`src/rtl/uart_tx_fifo_drain_pkg.sv`:
```
// Shared UART definitions: transmitter FSM encoding and line levels.
// The IDLE_LEVEL / START_LEVEL constants are also used by the RX block.
package uart_pkg;

  typedef enum logic [2:0] {
    IDLE,
    LOAD,
    START,
    DATA,
    PARITY,
    STOP
  } tx_state_t;

  localparam logic IDLE_LEVEL  = 1'b1;
  localparam logic START_LEVEL = 1'b0;

endpackage

```
`src/rtl/uart_baud_tick.sv`:
```
// Bit-period divisor: counts 0..last_i and emits a one-cycle tick on the
// final count of each bit period. restart_i holds the counter at zero.
module uart_baud_tick #(
  parameter int unsigned CNT_W = 4
) (
  input  logic             clock,
  input  logic             resetn,
  input  logic             restart_i,
  input  logic [CNT_W-1:0] last_i,
  output logic             tick_o
);

  logic [CNT_W-1:0] cnt_q, cnt_d;

  // Tick on the last count, wrap to zero on tick or restart.
  always_comb begin
    tick_o = !restart_i && (cnt_q == last_i);
    cnt_d  = cnt_q + CNT_W'(1);
    if (restart_i || tick_o) begin
      cnt_d = '0;
    end
  end

  // Counter register, asynchronous active-high reset.
  always_ff @(posedge clock or posedge resetn) begin
    if (resetn) begin
      cnt_q <= '0;
    end else begin
      cnt_q <= cnt_d;
    end
  end

endmodule

```
`src/rtl/uart_tx_fifo_drain.sv`:
```
// UART transmitter draining the TX FIFO: pops a word from IDLE, captures it
// in LOAD, then serialises start / data (LSB first) / optional parity / stop.
// Optional parity bit is built only when UART_TX_PARITY_EN is defined.
module uart_tx_fifo_drain
  import uart_pkg::*;
#(
  parameter int unsigned CLKS_PER_BIT = 16,
  parameter int unsigned DATA_WIDTH   = 8,
  parameter int unsigned STOP_BITS    = 1,
  parameter int unsigned PARITY_ODD   = 0
) (
  input  logic                  clock,
  input  logic                  resetn,
  input  logic                  tx_enable,
  input  logic                  fifo_empty,
  output logic                  fifo_pop,
  input  logic [DATA_WIDTH-1:0] fifo_data,
  output logic                  tx,
  output logic                  busy
);

  localparam int unsigned CNT_W = $clog2(STOP_BITS * CLKS_PER_BIT);
  localparam int unsigned BIT_W = $clog2(DATA_WIDTH) + 1;

  localparam logic [CNT_W-1:0] BIT_LAST  = CNT_W'(CLKS_PER_BIT - 1);
  localparam logic [CNT_W-1:0] STOP_LAST = CNT_W'(STOP_BITS * CLKS_PER_BIT - 1);
  localparam logic [BIT_W-1:0] DATA_LAST = BIT_W'(DATA_WIDTH - 1);

`ifdef UART_TX_PARITY_EN
  localparam tx_state_t AFTER_DATA = PARITY;
`else
  localparam tx_state_t AFTER_DATA = STOP;
`endif

  if (CLKS_PER_BIT < 2 || STOP_BITS < 1 || STOP_BITS > 2 || PARITY_ODD > 1) begin : g_bad_param
    $error("uart_tx_fifo_drain: unsupported parameter set");
  end

  tx_state_t             state_q, state_d;
  logic [DATA_WIDTH-1:0] shift_q, shift_d;
  logic [BIT_W-1:0]      bit_idx_q, bit_idx_d;
  logic                  tx_q, tx_d;
  logic                  baud_restart;
  logic                  baud_tick;
  logic [CNT_W-1:0]      baud_last;

`ifdef UART_TX_PARITY_EN
  logic                  parity_q, parity_d;
`endif

  // Baud counter runs only while a serial bit is on the line.
  assign baud_restart = (state_q == IDLE) || (state_q == LOAD);
  assign baud_last    = (state_q == STOP) ? STOP_LAST : BIT_LAST;

  uart_baud_tick #(
    .CNT_W (CNT_W)
  ) u_baud (
    .clock     (clock),
    .resetn    (resetn),
    .restart_i (baud_restart),
    .last_i    (baud_last),
    .tick_o    (baud_tick)
  );

  // State register, asynchronous active-high reset back to IDLE.
  always_ff @(posedge clock or posedge resetn) begin
    if (resetn) begin
      state_q <= IDLE;
    end else begin
      state_q <= state_d;
    end
  end

  // Next-state logic: advance on pop, after LOAD, and on bit-period ticks.
  always_comb begin
    state_d = state_q;
    case (state_q)
      IDLE:    if (fifo_pop) state_d = LOAD;
      LOAD:    state_d = START;
      START:   if (baud_tick) state_d = DATA;
      DATA:    if (baud_tick && (bit_idx_q == DATA_LAST)) state_d = AFTER_DATA;
      PARITY:  if (baud_tick) state_d = STOP;
      STOP:    if (baud_tick) state_d = IDLE;
      default: state_d = IDLE;
    endcase
  end

  // Outputs and datapath next values; tx is precomputed from the state being
  // entered so the registered line changes exactly on state/bit boundaries.
  always_comb begin
    fifo_pop  = !resetn && (state_q == IDLE) && tx_enable && !fifo_empty;
    busy      = (state_q != IDLE);
    shift_d   = shift_q;
    bit_idx_d = bit_idx_q;
    if (state_q == LOAD) begin
      shift_d   = fifo_data;
      bit_idx_d = '0;
    end else if ((state_q == DATA) && baud_tick) begin
      shift_d   = shift_q >> 1;
      bit_idx_d = bit_idx_q + BIT_W'(1);
    end
`ifdef UART_TX_PARITY_EN
    parity_d = parity_q;
    if (state_q == LOAD) begin
      parity_d = (^fifo_data) ^ 1'(PARITY_ODD);
    end
`endif
    case (state_d)
      START:   tx_d = START_LEVEL;
      DATA:    tx_d = shift_d[0];
`ifdef UART_TX_PARITY_EN
      PARITY:  tx_d = parity_q;
`endif
      default: tx_d = IDLE_LEVEL;
    endcase
  end

  // Datapath registers: shift register, bit index and the registered line.
  always_ff @(posedge clock or posedge resetn) begin
    if (resetn) begin
      shift_q   <= '0;
      bit_idx_q <= '0;
      tx_q      <= IDLE_LEVEL;
    end else begin
      shift_q   <= shift_d;
      bit_idx_q <= bit_idx_d;
      tx_q      <= tx_d;
    end
  end

`ifdef UART_TX_PARITY_EN
  // Parity of the captured word, held for the PARITY bit.
  always_ff @(posedge clock or posedge resetn) begin
    if (resetn) begin
      parity_q <= 1'b0;
    end else begin
      parity_q <= parity_d;
    end
  end
`endif

  assign tx = tx_q;

endmodule
```
`config.mk`:
```
export PLATFORM = sky130hd
export DESIGN_NAME = uart_tx_fifo_drain
export DESIGN_NICKNAME = d
export VERILOG_FILES = /design/src/rtl/uart_tx_fifo_drain_pkg.sv /design/src/rtl/uart_baud_tick.sv /design/src/rtl/uart_tx_fifo_drain.sv
export SDC_FILE = /design/constraint.sdc
export NUM_CORES = 1
export LEC_CHECK = 0
export CAP_MARGIN = 20
export CELL_PAD_IN_SITES_DETAIL_PLACEMENT = 0
export CELL_PAD_IN_SITES_GLOBAL_PLACEMENT = 1
export CORE_MARGIN = 10
export CORE_UTILIZATION = 35
export DETAILED_ROUTE_END_ITERATION = 10
export PLACE_DENSITY_LB_ADDON = 0.1
export SYNTH_ARGS = -nofsm -noshare
export SYNTH_HDL_FRONTEND = slang
export SYNTH_SLANG_ARGS = --single-unit
export TNS_END_PERCENT = 100
```
`constraint.sdc`:
```
create_clock -name clock -period 1.7 [get_ports clock]
set_clock_uncertainty 0.05 [all_clocks]
set_input_delay 0.34 -clock clock [delete_from_list [all_inputs] [get_ports clock]]
set_output_delay 0.34 -clock clock [all_outputs]
set_load 0.02 [all_outputs]
```
==> run metrics <==
Synth area leader dfrtp_1; FF-to-FF Start u_baud.cnt_q[0]; Initial DRT Pass Iterations 4; Final Total Pwr 816 µW; Inst Count DP 152; nets 141; Final setup viols 2; initial antenna violation count 0; simple-gate share of the synthesized area 23.1%; reg2reg setup slack 0.16 ns; syn nets 116; synth unique cells 33; vias per cell 5.04; starting DRC count in detailed routing 30; Final Cycle Share 114%; CTS max path bufs 2; drt drc 0; Horiz. Die Dim 75.1 µm; highest-count cells in the layout ignoring fill and taps nand2_1 (19), dfrtp_1 (19), buf_4 (12); R2R depth 5; Site Rows 19; post-synth top area share 44.8%; Setup crit start kind register; vias in the first global route 815; max-cap check violation count 0; clock latency at the later pin of the worst-skew pair 0.30 ns; crit path max-delay cell type dfrtp_1; Synth Cell Area 0.00106 mm²; Via Count 792; Die Span Y 75.1 µm; Area Growth Syn to Fin 24.1%; layout cells sized above 1 25.4%; # clock sinks 20; input/output buffers 14; Worst EP arrival 1.54 ns; sequential fraction of the synthesis area 47.2%; fmax 518 MHz; actual slew at the worst max-slew pin 0.269 ns; mean post-synth cell area 10.4 µm²; fin cells 157; Fin. Hold Viols 0; grt total ovfl 0; pwr dens 619 mW/mm²; combinational family with the most area after synthesis simple AND/OR/NAND/NOR gates; root buf cell clkbuf_4; Hold Path Class input port to async pin; Ys Warns 0; Overall Global Routing Usage 8.30%; top post-synthesis cells by area dfrtp_1 (45%), a22oi_2 (7.1%), nand2_1 (6.7%), xnor2_1 (3.3%), buf_6 (3.2%); drt wl/cell 13.3 µm; Setup TNS -0.289 ns; ant diodes 0; pin count of the biggest net entering global routing 21; Starting Density 37.5%; CTS Buf Count 3; failing checks setup timing; LEAKAGE 0.599 nW; Req. time, crit path 1.31 ns; relative slew slack 82.1%; core area 0.00283 mm²; first-pass GRT wire length 3700 µm; CTS tree yes; unrepaired setup endpoints after global routing yes; slowest stage delay, CP 0.40 ns; CP Capture Type output pin; VDD IR max 0.412 mV; min Tclk post-route 1.93 ns; Compound-Gate Fraction of Synth Area 15.8%; run status finished with violations; multiplexer share of the synthesized area 0.942%; WS Path Type register to output pin; Mapped Cells 102; Util after Layout 46.6%; Seq cells post-synth 20; global placement routability congestion 0.775; I/O Pins 15; max-slew violations 0; post-synthesis adder-cell area fraction 2.36%; Clk pin slew, worst setup/hold paths 0.11 ns; RR Endpoint tx; Max Fanout on Critical Path 2; DRT Wirelength 2090 µm; Detailed Place HPWL 1580 µm; Die Area 0.00564 mm²; post-route ant nets 0; worst setup margin -0.230 ns; # H-tree levels 1; Post-Synth XOR/XNOR Area 3.30%; crit-path cells or3_4, nor4b_4, buf_4
state kept, by name, indices dropped and copies added (netlist names):
register and flops:
shift_q 8, bit_idx_q 4, state_q 3, u_baud.cnt_q 4, tx 1
synthesized netlist by cell type, drive strengths merged:
library cell,n
dfrtp,19
nand2,19
nor2,8
o21ai,7
a22oi,6
a21oi,5
buf,5
inv,5
xnor2,4
and3,3
nor3,3
and4,2
ha,2
and2,1
clkbuf,1
dfstp,1
mux2i,1
nand3,1
nand3b,1
nand4,1
nand4b,1
nor2b,1
nor3b,1
nor4b,1
o21bai,1
o31ai,1
or3,1
where the power goes:
| group | internal (mW) | switching (mW) |
|---|---|---|
| logic | 0.0320 | 0.0219 |
| clock network | 0.131 | 0.141 |
| registers | 0.485 | 0.00547 |
| total | 0.648 | 0.169 |
kinds of logic after synthesis:
family / after synthesis
AND/OR/NAND/NOR: 44
AO/OA/AOI/OAI: 20
flip-flops: 20
buffers and inverters: 11
XOR/XNOR: 4
adder cells (fa/ha/maj): 2
multiplexers: 1
how the worst max path moves through the flow:
| stage | cells past startpoint | start | to | slack (ns) |
|---|---|---|---|---|
| floorplan | 3 | state_q[1] | fifo_pop | 0.02 |
| global placement | 3 | resetn | fifo_pop | -0.44 |
| detailed placement | 3 | resetn | fifo_pop | -0.48 |
| CTS | 3 | state_q[1] | fifo_pop | -0.25 |
| global route | 3 | state_q[1] | fifo_pop | -0.32 |
| finish | 3 | state_q[1] | fifo_pop | -0.23 |
metrics by stage:
stage,hold slack (ns),instance area [µm²],setup slack [ns]
after floorplan,0.253,1060,0.0212
after global placement,0.420,1280,-0.439
after detailed placement,0.431,1280,-0.481
after CTS,0.404,1310,-0.254
after global routing,0.432,1320,-0.316
final,0.398,1320,-0.230
worst max-delay path: cells and delay by family (launching register included):
| kind | cells | cell delay, ns |
|---|---|---|
| flip-flops | 1 | 0.40 |
| AND/OR/NAND/NOR | 2 | 0.65 |
| buffers and inverters | 1 | 0.19 |
layout make-up:
class | count | area, µm²
repair buffers | 26 | 240
inverters | 5 | 18.8
well taps | 31 | 38.8
clock buffers | 4 | 36.3
fillers | 294 | 1510
multi-input cells | 71 | 483
flip-flops and latches | 20 | 502
metal layers:
layer	GRT usage (%)	vias to the layer above	share of wire, %	wire (µm)
li1	-	396	-	-
met1	10.7	378	50	1040
met2	13.3	14	46	953
met3	2.89	4	4.0	83
met4	1.26	0	0.57	12
met5	0	-	0	0
repair_timing:
item / in CTS / in global routing
hold buffers: 0 / 0
buffers inserted: 0 / 1
cloned: 0 / 0
gates resized for setup: 7 / 5
endpoints found under the setup margin: 3 / 2
(Power assumes the default switching activity.)
